==> config.mk <==
export PLATFORM = sky130hd
export DESIGN_NAME = spi_frame_collector_flat
export DESIGN_NICKNAME = d
export VERILOG_FILES = /design/src/rtl/spi_collector_pkg.sv /design/src/rtl/spi_frame_collector_if.sv /design/src/rtl/spi_pin_sync.sv /design/src/rtl/spi_frame_collector.sv /design/src/flat_wrapper.sv
export SDC_FILE = /design/constraint.sdc
export NUM_CORES = 1
export LEC_CHECK = 0
export BUFFER_PORTS_ARGS = -buffer_cell sky130_fd_sc_hd__buf_2
export CAP_MARGIN = 15
export CORE_MARGIN = 10
export CORE_UTILIZATION = 30
export CTS_CLUSTER_SIZE = 12
export DETAILED_ROUTE_END_ITERATION = 8
export SLEW_MARGIN = 20
export SYNTH_ARGS = -nofsm -noshare
export SYNTH_HDL_FRONTEND = slang
export SYNTH_HIERARCHICAL = 1
export SYNTH_SLANG_ARGS = --single-unit
==> constraint.sdc <==
create_clock -name clk -period 3.4 [get_ports clk]
set_clock_uncertainty 0.2 [all_clocks]
set_input_delay 0 -clock clk [delete_from_list [all_inputs] [get_ports clk]]
set_output_delay 0 -clock clk [all_outputs]
set_load 0.05 [all_outputs]
==> src/rtl/spi_collector_pkg.sv <==
// Shared types for the SPI frame collector: FSM phases, flag indices and
// the packet bundle seen on the monitor side.
package spi_collector_pkg;

  typedef enum logic [2:0] {
    IDLE,
    CMD,
    ADDR,
    DATA,
    TAIL
  } phase_e;

  localparam int FLAG_SHORT = 0;
  localparam int FLAG_LONG  = 1;

  localparam int PKT_CMD_W  = 32;
  localparam int PKT_ADDR_W = 32;
  localparam int PKT_DATA_W = 32;
  localparam int PKT_CNT_W  = 16;

  typedef struct packed {
    logic [PKT_CMD_W-1:0]  cmd;
    logic [PKT_ADDR_W-1:0] addr;
    logic [PKT_DATA_W-1:0] data;
    logic [1:0]            flag;
    logic [PKT_CNT_W-1:0]  bit_cnt;
  } pkt_t;

endpackage

==> src/rtl/spi_frame_collector_if.sv <==
// Valid/ready packet bundle from the collector to a monitor-side consumer.
// master = collector, slave = consumer.
interface spi_frame_collector_if #(
  parameter int CMD_W  = 32,
  parameter int ADDR_W = 32,
  parameter int DATA_W = 32,
  parameter int CNT_W  = 16
);
  logic              pkt_valid;
  logic              pkt_ready;
  logic [CMD_W-1:0]  pkt_cmd;
  logic [ADDR_W-1:0] pkt_addr;
  logic [DATA_W-1:0] pkt_data;
  logic [1:0]        pkt_flag;
  logic [CNT_W-1:0]  pkt_bit_cnt;

  modport master (
    output pkt_valid,
    output pkt_cmd,
    output pkt_addr,
    output pkt_data,
    output pkt_flag,
    output pkt_bit_cnt,
    input  pkt_ready
  );

  modport slave (
    input  pkt_valid,
    input  pkt_cmd,
    input  pkt_addr,
    input  pkt_data,
    input  pkt_flag,
    input  pkt_bit_cnt,
    output pkt_ready
  );
endinterface

==> src/rtl/spi_pin_sync.sv <==
// Pin synchroniser for sclk/csn/data lanes with edge pulses on the
// synced sclk and csn. Data lanes get the same depth so they stay aligned.
module spi_pin_sync #(
  parameter int SYNC_STAGES = 2,
  parameter int DW          = 1
) (
  input  logic          clk,
  input  logic          rstn,
  input  logic          i_sclk,
  input  logic          i_csn,
  input  logic [DW-1:0] i_dat,
  output logic [DW-1:0] o_dat,
  output logic          o_sclk_rise,
  output logic          o_csn_rise,
  output logic          o_csn_fall
);

  logic [SYNC_STAGES-1:0]         r_sclk;
  logic [SYNC_STAGES-1:0]         r_csn;
  logic [SYNC_STAGES-1:0][DW-1:0] r_dat;
  logic                           r_sclk_d;
  logic                           r_csn_d;

  // Reset to 0 so a csn held low across reset never looks like a fall.
  always_ff @(posedge clk or negedge rstn) begin
    if (!rstn) begin
      r_sclk   <= '0;
      r_csn    <= '0;
      r_dat    <= '0;
      r_sclk_d <= 1'b0;
      r_csn_d  <= 1'b0;
    end else begin
      r_sclk   <= {r_sclk[SYNC_STAGES-2:0], i_sclk};
      r_csn    <= {r_csn[SYNC_STAGES-2:0], i_csn};
      r_dat    <= {r_dat[SYNC_STAGES-2:0], i_dat};
      r_sclk_d <= r_sclk[SYNC_STAGES-1];
      r_csn_d  <= r_csn[SYNC_STAGES-1];
    end
  end

  assign o_dat       = r_dat[SYNC_STAGES-1];
  assign o_sclk_rise = r_sclk[SYNC_STAGES-1] & ~r_sclk_d;
  assign o_csn_rise  = r_csn[SYNC_STAGES-1] & ~r_csn_d;
  assign o_csn_fall  = ~r_csn[SYNC_STAGES-1] & r_csn_d;

endmodule

==> src/rtl/spi_frame_collector.sv <==
// Snoops SPI mode-0 pins and rebuilds each csn frame into cmd/addr/data.
// SPI_FRAME_COLLECTOR_QUAD_EN adds a 4-lane sdio capture mode.
module spi_frame_collector
  import spi_collector_pkg::*;
#(
  parameter int CMD_W       = 32,
  parameter int ADDR_W      = 32,
  parameter int DATA_W      = 32,
  parameter int LEN_W       = 6,
  parameter int CNT_W       = 16,
  parameter int SYNC_STAGES = 2
) (
  input  logic             clk,
  input  logic             rstn,
  input  logic [LEN_W-1:0] cfg_cmd_len,
  input  logic [LEN_W-1:0] cfg_addr_len,
  input  logic [LEN_W-1:0] cfg_data_len,
`ifdef SPI_FRAME_COLLECTOR_QUAD_EN
  input  logic             cfg_quad,
  input  logic [3:0]       spi_sdio,
`endif
  input  logic             spi_sclk,
  input  logic             spi_csn,
  input  logic             spi_mosi,
  spi_frame_collector_if.master pkt,
  output logic [7:0]       drop_cnt,
  output logic             busy
);

  localparam int PW  = LEN_W + 1;
  localparam int CW1 = CNT_W + 1;
`ifdef SPI_FRAME_COLLECTOR_QUAD_EN
  localparam int DW = 5;
`else
  localparam int DW = 1;
`endif

  function automatic logic [PW-1:0] f_eff(
    input logic [LEN_W-1:0] len,
    input int               w,
    input logic             q
  );
    int l;
    l = int'(len);
    if (l > w) l = w;
    if (q) l = (l + 3) / 4 * 4;
    return PW'(l);
  endfunction

  logic [DW-1:0] w_pin_dat;
  logic [DW-1:0] w_dat;
  logic          w_sclk_rise;
  logic          w_csn_rise;
  logic          w_csn_fall;
  logic          w_qc;
  logic          w_q;
  logic [3:0]    w_nib;

`ifdef SPI_FRAME_COLLECTOR_QUAD_EN
  logic r_quad;
  assign w_pin_dat = {spi_sdio, spi_mosi};
  assign w_qc      = cfg_quad;
  assign w_q       = r_quad;
  assign w_nib     = w_dat[4:1];
`else
  assign w_pin_dat = spi_mosi;
  assign w_qc      = 1'b0;
  assign w_q       = 1'b0;
  assign w_nib     = 4'd0;
`endif

  spi_pin_sync #(
    .SYNC_STAGES(SYNC_STAGES),
    .DW         (DW)
  ) u_sync (
    .clk        (clk),
    .rstn       (rstn),
    .i_sclk     (spi_sclk),
    .i_csn      (spi_csn),
    .i_dat      (w_pin_dat),
    .o_dat      (w_dat),
    .o_sclk_rise(w_sclk_rise),
    .o_csn_rise (w_csn_rise),
    .o_csn_fall (w_csn_fall)
  );

  phase_e            r_state;
  logic [PW-1:0]     r_len_c;
  logic [PW-1:0]     r_len_a;
  logic [PW-1:0]     r_len_d;
  logic [PW-1:0]     r_pcnt;
  logic [CMD_W-1:0]  r_cmd;
  logic [ADDR_W-1:0] r_addr;
  logic [DATA_W-1:0] r_data;
  logic [CNT_W-1:0]  r_cnt;
  logic              r_long;

  logic [PW-1:0]     w_len_c;
  logic [PW-1:0]     w_len_a;
  logic [PW-1:0]     w_len_d;
  phase_e            w_first;
  phase_e            w_after_cmd;
  phase_e            w_after_addr;
  logic [PW-1:0]     w_step;
  logic [CW1-1:0]    w_cstep;
  logic [PW-1:0]     w_pc_inc;
  logic [CW1-1:0]    w_cnt_sum;
  logic [CMD_W-1:0]  w_cmd_sh;
  logic [ADDR_W-1:0] w_addr_sh;
  logic [DATA_W-1:0] w_data_sh;

  phase_e            w_state_nx;
  logic [PW-1:0]     w_pcnt_nx;
  logic [CMD_W-1:0]  w_cmd_nx;
  logic [ADDR_W-1:0] w_addr_nx;
  logic [DATA_W-1:0] w_data_nx;
  logic [CNT_W-1:0]  w_cnt_nx;
  logic              w_long_nx;
  logic [1:0]        w_flag;
  logic              w_emit;
  logic              w_hs;

  assign w_len_c = f_eff(cfg_cmd_len, CMD_W, w_qc);
  assign w_len_a = f_eff(cfg_addr_len, ADDR_W, w_qc);
  assign w_len_d = f_eff(cfg_data_len, DATA_W, w_qc);

  assign w_first = (w_len_c != '0) ? CMD  :
                   (w_len_a != '0) ? ADDR :
                   (w_len_d != '0) ? DATA : TAIL;
  assign w_after_cmd  = (r_len_a != '0) ? ADDR :
                        (r_len_d != '0) ? DATA : TAIL;
  assign w_after_addr = (r_len_d != '0) ? DATA : TAIL;

  assign w_step    = w_q ? PW'(4) : PW'(1);
  assign w_cstep   = w_q ? CW1'(4) : CW1'(1);
  assign w_pc_inc  = r_pcnt + w_step;
  assign w_cnt_sum = {1'b0, r_cnt} + w_cstep;

  // Quad bits beyond the field width fall off the top of the shift.
  assign w_cmd_sh  = w_q ? CMD_W'({r_cmd, w_nib})
                         : CMD_W'({r_cmd, w_dat[0]});
  assign w_addr_sh = w_q ? ADDR_W'({r_addr, w_nib})
                         : ADDR_W'({r_addr, w_dat[0]});
  assign w_data_sh = w_q ? DATA_W'({r_data, w_nib})
                         : DATA_W'({r_data, w_dat[0]});

  // Post-bit view of the frame, so a same-cycle csn rise emits it.
  always_comb begin
    w_state_nx = r_state;
    w_pcnt_nx  = r_pcnt;
    w_cmd_nx   = r_cmd;
    w_addr_nx  = r_addr;
    w_data_nx  = r_data;
    w_cnt_nx   = r_cnt;
    w_long_nx  = r_long;
    if (w_sclk_rise && (r_state != IDLE)) begin
      w_cnt_nx = w_cnt_sum[CNT_W] ? '1 : w_cnt_sum[CNT_W-1:0];
      unique case (r_state)
        CMD: begin
          w_cmd_nx  = w_cmd_sh;
          w_pcnt_nx = w_pc_inc;
          if (w_pc_inc >= r_len_c) begin
            w_state_nx = w_after_cmd;
            w_pcnt_nx  = '0;
          end
        end
        ADDR: begin
          w_addr_nx = w_addr_sh;
          w_pcnt_nx = w_pc_inc;
          if (w_pc_inc >= r_len_a) begin
            w_state_nx = w_after_addr;
            w_pcnt_nx  = '0;
          end
        end
        DATA: begin
          w_data_nx = w_data_sh;
          w_pcnt_nx = w_pc_inc;
          if (w_pc_inc >= r_len_d) begin
            w_state_nx = TAIL;
            w_pcnt_nx  = '0;
          end
        end
        TAIL:    w_long_nx = 1'b1;
        default: ;
      endcase
    end
  end

  always_comb begin
    w_flag             = '0;
    w_flag[FLAG_SHORT] = (w_state_nx != TAIL);
    w_flag[FLAG_LONG]  = w_long_nx;
  end

  assign w_emit = w_csn_rise && (r_state != IDLE);

  always_ff @(posedge clk or negedge rstn) begin
    if (!rstn) begin
      r_state <= IDLE;
      r_len_c <= '0;
      r_len_a <= '0;
      r_len_d <= '0;
      r_pcnt  <= '0;
      r_cmd   <= '0;
      r_addr  <= '0;
      r_data  <= '0;
      r_cnt   <= '0;
      r_long  <= 1'b0;
`ifdef SPI_FRAME_COLLECTOR_QUAD_EN
      r_quad  <= 1'b0;
`endif
    end else if (r_state == IDLE) begin
      if (w_csn_fall) begin
        r_state <= w_first;
        r_len_c <= w_len_c;
        r_len_a <= w_len_a;
        r_len_d <= w_len_d;
        r_pcnt  <= '0;
        r_cmd   <= '0;
        r_addr  <= '0;
        r_data  <= '0;
        r_cnt   <= '0;
        r_long  <= 1'b0;
`ifdef SPI_FRAME_COLLECTOR_QUAD_EN
        r_quad  <= cfg_quad;
`endif
      end
    end else begin
      r_state <= w_csn_rise ? IDLE : w_state_nx;
      r_pcnt  <= w_pcnt_nx;
      r_cmd   <= w_cmd_nx;
      r_addr  <= w_addr_nx;
      r_data  <= w_data_nx;
      r_cnt   <= w_cnt_nx;
      r_long  <= w_long_nx;
    end
  end

  logic              r_valid;
  logic [CMD_W-1:0]  r_pk_cmd;
  logic [ADDR_W-1:0] r_pk_addr;
  logic [DATA_W-1:0] r_pk_data;
  logic [1:0]        r_pk_flag;
  logic [CNT_W-1:0]  r_pk_cnt;
  logic [7:0]        r_drop;

  assign w_hs = r_valid & pkt.pkt_ready;

  always_ff @(posedge clk or negedge rstn) begin
    if (!rstn) begin
      r_valid   <= 1'b0;
      r_pk_cmd  <= '0;
      r_pk_addr <= '0;
      r_pk_data <= '0;
      r_pk_flag <= '0;
      r_pk_cnt  <= '0;
      r_drop    <= '0;
    end else if (w_emit && (!r_valid || w_hs)) begin
      r_valid   <= 1'b1;
      r_pk_cmd  <= w_cmd_nx;
      r_pk_addr <= w_addr_nx;
      r_pk_data <= w_data_nx;
      r_pk_flag <= w_flag;
      r_pk_cnt  <= w_cnt_nx;
    end else begin
      if (w_emit && (r_drop != 8'hFF)) r_drop <= r_drop + 8'd1;
      if (w_hs) r_valid <= 1'b0;
    end
  end

  assign pkt.pkt_valid   = r_valid;
  assign pkt.pkt_cmd     = r_pk_cmd;
  assign pkt.pkt_addr    = r_pk_addr;
  assign pkt.pkt_data    = r_pk_data;
  assign pkt.pkt_flag    = r_pk_flag;
  assign pkt.pkt_bit_cnt = r_pk_cnt;
  assign drop_cnt        = r_drop;
  assign busy            = (r_state != IDLE);

endmodule

==> src/flat_wrapper.sv <==
// flat-port wrapper written by rule: the top's interface ports become plain ports
module spi_frame_collector_flat import spi_collector_pkg::*;
#(
  parameter int CMD_W       = 32,
  parameter int ADDR_W      = 32,
  parameter int DATA_W      = 32,
  parameter int LEN_W       = 6,
  parameter int CNT_W       = 16,
  parameter int SYNC_STAGES = 2
)
  (clk, rstn, cfg_cmd_len, cfg_addr_len, cfg_data_len, spi_sclk, spi_csn, spi_mosi, drop_cnt, busy, pkt_pkt_valid, pkt_pkt_cmd, pkt_pkt_addr, pkt_pkt_data, pkt_pkt_flag, pkt_pkt_bit_cnt, pkt_pkt_ready);
  spi_frame_collector_if #(.CMD_W(CMD_W), .ADDR_W(ADDR_W), .DATA_W(DATA_W), .CNT_W(CNT_W)) pkt_i ();
  input  logic clk;
  input  logic rstn;
  input  logic [LEN_W-1:0] cfg_cmd_len;
  input  logic [LEN_W-1:0] cfg_addr_len;
  input  logic [LEN_W-1:0] cfg_data_len;
  input  logic spi_sclk;
  input  logic spi_csn;
  input  logic spi_mosi;
  output logic [7:0] drop_cnt;
  output logic busy;
  output wire logic [$bits(pkt_i.pkt_valid)-1:0] pkt_pkt_valid;
  output wire logic [$bits(pkt_i.pkt_cmd)-1:0] pkt_pkt_cmd;
  output wire logic [$bits(pkt_i.pkt_addr)-1:0] pkt_pkt_addr;
  output wire logic [$bits(pkt_i.pkt_data)-1:0] pkt_pkt_data;
  output wire logic [$bits(pkt_i.pkt_flag)-1:0] pkt_pkt_flag;
  output wire logic [$bits(pkt_i.pkt_bit_cnt)-1:0] pkt_pkt_bit_cnt;
  input wire logic [$bits(pkt_i.pkt_ready)-1:0] pkt_pkt_ready;
  assign pkt_pkt_valid = pkt_i.pkt_valid;
  assign pkt_pkt_cmd = pkt_i.pkt_cmd;
  assign pkt_pkt_addr = pkt_i.pkt_addr;
  assign pkt_pkt_data = pkt_i.pkt_data;
  assign pkt_pkt_flag = pkt_i.pkt_flag;
  assign pkt_pkt_bit_cnt = pkt_i.pkt_bit_cnt;
  assign pkt_i.pkt_ready = pkt_pkt_ready;
  spi_frame_collector #(.CMD_W(CMD_W), .ADDR_W(ADDR_W), .DATA_W(DATA_W), .LEN_W(LEN_W), .CNT_W(CNT_W), .SYNC_STAGES(SYNC_STAGES)) u_core (.clk(clk), .rstn(rstn), .cfg_cmd_len(cfg_cmd_len), .cfg_addr_len(cfg_addr_len), .cfg_data_len(cfg_data_len), .spi_sclk(spi_sclk), .spi_csn(spi_csn), .spi_mosi(spi_mosi), .pkt(pkt_i), .drop_cnt(drop_cnt), .busy(busy));
endmodule
==> reports/metrics.yaml, run 1 <==
floorplanning:
  rows: 71
  initial_core_util_pct: 30.5
  fp.dieArea_um2: 46600
  ios: 148
  fp.dieW_um: 216
  core_um2: 37800
  fp.dieH_um: 216
synth:
  syn_avg_cell_area_um2: 9.25
  synth_ff_type: "dfrtp_1"
  syn_area_um2: 11500
  syn_inst: 1243
  synth_area_leaders: "dfrtp_1 (59%), nand2_1 (14%), a31oi_1 (5.3%)"
  synthArstFlopShare_pct: 100
  synth.most_common_cell: "nand2_1"
  ys_seq_elements: 272
  synth_top_area_share_pct: 59.2
  yosysWarnings: 6
  yosysSeqAreaShare_pct: 59.2
  synth_edf_count: 0
  synth_common_cells: "nand2_1 (438), dfrtp_1 (272), nor2_1 (128), a31oi_1 (98), clkbuf_1 (47)"
  synth_cell_types: 54
  yosysTopAreaCell: "dfrtp_1"
  synth_fp_nets: 1288
sta:
  fmax_mhz: 325
  setup_slack_ps: 323
  slew_headroom_pct: 51.1
  setup_violations: 0
  hold_ws_ps: 59.6
  fin_setup_tns_ps: 0
  finalCritPeriodShare_pct: 90.5
  period_needed_ps: 3080
  rsz0062_at_grt: "false"
  drv_slew: 0
  tightest_slew_ps: 727
  hold_viol: 0
global_routing:
  grt_first_pass_wirelength_um: 48300
  grt_overflow: 0
  grt_max_degree: 86
  grt_pass1_vias: 8879
  antenna_found_initial: 1
  grt_use_total_pct: 12.4
cells_and_area:
  seq_area_um2: 6810
  final_nets: 1465
  nFillCells: 3738
  layout-drive-gt1-share_pct: 16.3
  fin_area_um2: 14300
  synthToLayoutAreaGrowth_pct: 24.0
  multi_input_area_um2: 4340
  postLayoutCoreUtil_pct: 37.8
routing:
  wl_per_cell_um: 15.0
  first_iter_violations: 715
  drt_wl_total_um: 29300
  dr.pass1.iters: 7
  num_vias: 9216
  ant_nets: 0
  via_per_inst: 4.72
  drcViolationCount: 0
clock_network:
  htree_num_levels: 1
  post_cts_resized: 0
  clock_latency_ps: 560
  clock_tree.root_cell: "clkbuf_16"
  clk_path_buf_depth: 3
  cts.clk_slew.worst_paths_ps: 60
  cts.sinks: 272
  cts_tree: "done"
  cts-buffers-inserted: 31
worst_setup_path:
  startpoint_type: "flop"
  worstPathArrival_ps: 3330
  worstPathRequired_ps: 3650
  path_class: "reg2reg"
  cp_max_fo: 7
  end_kind: "flop"
pwr:
  ir_worst_vdd_mv: 0.578
  p_leak_nw: 6.90
  power_density_nw_per_um2: 729
placement:
  dp_hpwl_um: 19200
  numPortBuffers: 147
  gp_congestion: 0.852
  dpl_cell_area_um2: 12800
  dp_slack_ps: 362
status:
  status: "completed"
worst_hold_path:
  hold_class: "in2reg"
job:
  cap_violations: 0
[repair_timing]
| action | 4_1_cts | 5_1_grt |
|---|---|---|
| setup buffers | 0 | 0 |
| endpoints found under the hold margin | 303 | 0 |
| hold buffers | 41 | 0 |
[registers in the layout, summed over array words and instances, names as in the netlist, 16 cells and up]
| register | flops |
|---|---|
| u_core/r_data | 32 |
| u_core/pkt.pkt_cmd | 32 |
| u_core/r_cnt | 16 |
| u_core/pkt.pkt_addr | 32 |
| u_core/pkt.pkt_data | 32 |
| u_core/pkt.pkt_bit_cnt | 16 |
| u_core/r_cmd | 32 |
| u_core/r_addr | 32 |
[path summary, 6_finish.rpt]
kind	startpoint	to	slack, ps	cells past startpoint
max in group asynchronous	rstn	u_core/r_cmd[23]$_DFFE_PN0P_	2160	4
max	u_core/r_pcnt[0]$_DFFE_PN0P_	u_core/r_pcnt[1]$_DFFE_PN0P_	320	11
max reg2reg	u_core/r_pcnt[0]$_DFFE_PN0P_	u_core/r_pcnt[1]$_DFFE_PN0P_	320	11
min reg2reg	u_core/u_sync/r_sclk[0]$_DFF_PN0_	u_core/u_sync/r_sclk[1]$_DFF_PN0_	150	0
min	cfg_data_len[5]	u_core/r_len_d[5]$_DFFE_PN0P_	60	4
min in group asynchronous	rstn	u_core/r_len_c[2]$_DFFE_PN0P_	470	4
[stage by stage]
step | std cells | power, W
2_1_floorplan | 1243 | 0.00631
3_3_place_gp | 1857 | 0.00718
3_5_place_dp | 1857 | 0.00722
4_1_cts | 1951 | 0.0106
5_1_grt | 1952 | 0.0109
6_report | 1952 | 0.0104
[cells in the final DEF, fill, tap and decap left out, drive strengths merged, types with 3 or more instances in the layout]
cell type / instances
o31ai: 5
clkbuf: 48
xor2: 6
o21ai: 40
a22o: 5
nor4: 3
and3: 11
nor2: 130
dlygate4sd3: 40
a21oi: 20
inv: 21
nand3b: 15
a21o: 6
nand4: 12
mux2i: 3
nor3: 6
xnor2: 15
nand2: 438
nor2b: 7
nand2b: 6
and2: 5
dfrtp: 272
buf: 172
nand3: 10
ha: 21
a31oi: 98
[report_power, final]
part           switching, W  internal [W]  total, W
logic               0.00238      0.000713   0.00309
registers          0.000328       0.00374   0.00407
clock network       0.00131       0.00193   0.00324
[logic make-up after synthesis]
kind of cell             synth area share, %
AND/OR/NAND/NOR                         23.5
multiplexers                           0.359
flip-flops                              59.2
buffers and inverters                   3.16
AO/OA/AOI/OAI                           9.88
adder cells (fa/ha/maj)                 2.29
XOR/XNOR                                1.60
[layout make-up]
cell class	instances	area share, %
timing repair buffer	212	9.85
sequential	272	47.7
tap	511	4.48
multi-input combinational	883	30.5
inverter	20	0.526
clock inverter	5	0.412
antenna	1	0.0175
clock buffer	48	6.52
[worst max-delay path, cell delays in order (launching register included)]
cell      delay, ps
dfrtp_1         460
ha_1            250
nand2b_1        150
nand2_1         120
ha_1            320
nand2_1          60
o21ai_0         140
nand4_1         130
and3_1          200
a222oi_1        500
nor2_1          190
a22o_1          230
[layer usage]
layer  global-route usage, %  share of wire, %  vias to the layer above
met5                       0                 0                        -
met4                    4.41               2.5                        0
met1                    16.3                46                     4462
met3                    3.01               6.5                       46
li1                        -                 -                     4480
met2                    19.4                45                      228
No activity file was read; power rests on OpenSTA's default activity.
==> inputs of run 2 (changes only) <==
--- a/config.mk
+++ b/config.mk
@@ -8,7 +8,7 @@
 export BUFFER_PORTS_ARGS = -buffer_cell sky130_fd_sc_hd__buf_2
 export CAP_MARGIN = 15
 export CORE_MARGIN = 10
-export CORE_UTILIZATION = 30
+export CORE_UTILIZATION = 45
 export CTS_CLUSTER_SIZE = 12
 export DETAILED_ROUTE_END_ITERATION = 8
 export SLEW_MARGIN = 20
==> reports/metrics.yaml, run 2 (same netlist as run 1, synthesis figures left out) <==
status:
  status: "completed"
cells_and_area:
  final_common_cell: "nand2_1"
  nFillCells: 2308
  final_nets: 1457
  final_cell_mix: "nand2_1 (438), dfrtp_1 (272), buf_2 (146)"
  layout-drive-gt1-share_pct: 16.0
  synthToLayoutAreaGrowth_pct: 20.8
  diodes: 0
  fin_area_um2: 13900
clock_network:
  post_cts_resized: 0
  cts.sinks: 272
  cts.clk_slew.worst_paths_ps: 60
  htree_num_levels: 1
  cts-buffers-inserted: 29
  clock_tree.root_cell: "clkbuf_16"
  clk_path_buf_depth: 3
  cts_tree: "done"
  clock_latency_ps: 540
routing:
  wl_per_cell_um: 15.6
  ant_nets: 0
  via_per_inst: 5.14
  first_iter_violations: 789
  drcViolationCount: 0
  dr.pass1.iters: 5
  num_vias: 9063
  drt_wl_total_um: 27500
global_routing:
  grt_overflow: 0
  grt_first_pass_wirelength_um: 46300
  grt_use_met3_pct: 3.76
  grtUsageMet2_pct: 25.9
  use_met1_pct: 22.9
  busiest_layer: "met2"
  grt_use_total_pct: 16.6
  antenna_found_initial: 0
  grt_pass1_vias: 8974
  grt_max_degree: 114
floorplanning:
  fp.dieW_um: 180
  fp.dieH_um: 180
  fp.dieArea_um2: 32300
  initial_core_util_pct: 45.7
  ios: 148
  core_um2: 25200
  rows: 58
sta:
  drv_slew: 0
  finalCritPeriodShare_pct: 90.5
  period_needed_ps: 3080
  fmax_mhz: 325
  tightest_slew_ps: 868
  rsz0062_at_grt: "false"
  setup_violations: 0
  slew_headroom_pct: 42.1
  hold_viol: 0
  fin_setup_tns_ps: 0
worst_hold_path:
  hold_class: "in2reg"
pwr:
  ir_worst_vdd_mv: 0.507
  power_density_nw_per_um2: 733
  p_leak_nw: 6.84
worst_setup_path:
  end_kind: "flop"
  startpoint_type: "flop"
  path_class: "reg2reg"
  cp_max_fo: 7
  worstPathArrival_ps: 3300
  worstPathRequired_ps: 3630
placement:
  dp_hpwl_um: 17700
  gp_congestion: 0.784
  numPortBuffers: 147
  dpl_cell_area_um2: 12600
job:
  cap_violations: 0
[run 2: cell count changes in the layout (fill, tap and decap cells not counted)]
cell	previous run	this run
buf_16	1	0
dlygate4sd3_1	40	37
buf_4	20	18
clkinvlp_4	2	0
diode_2	1	0
clkinv_2	1	4
clkbuf_16	31	29
clkbuf_8	9	8
[run 2: worst paths after layout]
check	to	slack, ps	cells after the start	startpoint
max	u_core/r_pcnt[2]$_DFFE_PN0P_	320	12	u_core/r_pcnt[0]$_DFFE_PN0P_
min	u_core/r_len_a[5]$_DFFE_PN0P_	90	4	cfg_addr_len[5]
max reg2reg	u_core/r_pcnt[2]$_DFFE_PN0P_	320	12	u_core/r_pcnt[0]$_DFFE_PN0P_
min reg2reg	u_core/u_sync/r_csn[1]$_DFF_PN0_	140	0	u_core/u_sync/r_csn[0]$_DFF_PN0_
max in group asynchronous	u_core/r_data[24]$_DFFE_PN0P_	1620	4	rstn
min in group asynchronous	u_core/pkt.pkt_bit_cnt[10]$_DFFE_PN0P_	440	3	rstn
[run 2: critical path: stages, from the launching register on]
cell and delay [ps]:
dfrtp_1 460, ha_1 250, nand2b_1 140, nand2_1 120, ha_1 310, nand2_1 50
o21ai_0 170, nand4_1 140, and3_1 210, a222oi_1 480, buf_4 210, a211oi_1 40
a21o_1 190
[run 2: layout make-up]
| type | count | area [µm²] | share of cell area [%] |
|---|---|---|---|
| Clock inverter | 6 | 58.8 | 0.423 |
| Tap cell | 330 | 413 | 2.97 |
| Sequential cell | 272 | 6810 | 49.0 |
| Clock buffer | 45 | 866 | 6.23 |
| Multi-Input combinational cell | 883 | 4340 | 31.3 |
| Inverter | 20 | 75.1 | 0.540 |
| Timing Repair Buffer | 206 | 1330 | 9.58 |
[run 2: repair_timing]
item | in CTS | in global routing
endpoints found under the hold margin | 275 | 0
setup buffers | 0 | 1
hold buffers | 37 | 0
setup endpoints to repair | 0 | 4
[run 2: metrics by stage]
step	instances	hold slack [ps]	setup slack, ps	power, W	utilization (%)
3_3_place_gp	1673	-63.4	450	0.00716	50.0
2_1_floorplan	1243	-496	756	0.00631	-
5_1_grt	1762	96.4	87.5	0.0107	55.2
6_report	1762	92.1	322	0.0102	55.2
4_1_cts	1761	61.9	294	0.0103	55.1
3_5_place_dp	1673	-76.3	303	0.00719	50.0
[run 2: report_power, final]
group	switching, W	total, W	leakage [nW]	internal, W
logic	0.00235	0.00307	2.83	0.000712
registers	0.000322	0.00406	3.55	0.00374
clock network	0.00125	0.00306	0.459	0.00181
total	0.00393	0.0102	6.84	0.00626
[run 2: metal layers]
| layer | part of all wire (%) | vias to the layer above |
|---|---|---|
| met3 | 6.3 | 39 |
| li1 | - | 4473 |
| met5 | 0 | - |
| met1 | 47 | 4341 |
| met4 | 1.8 | 0 |
| met2 | 45 | 210 |
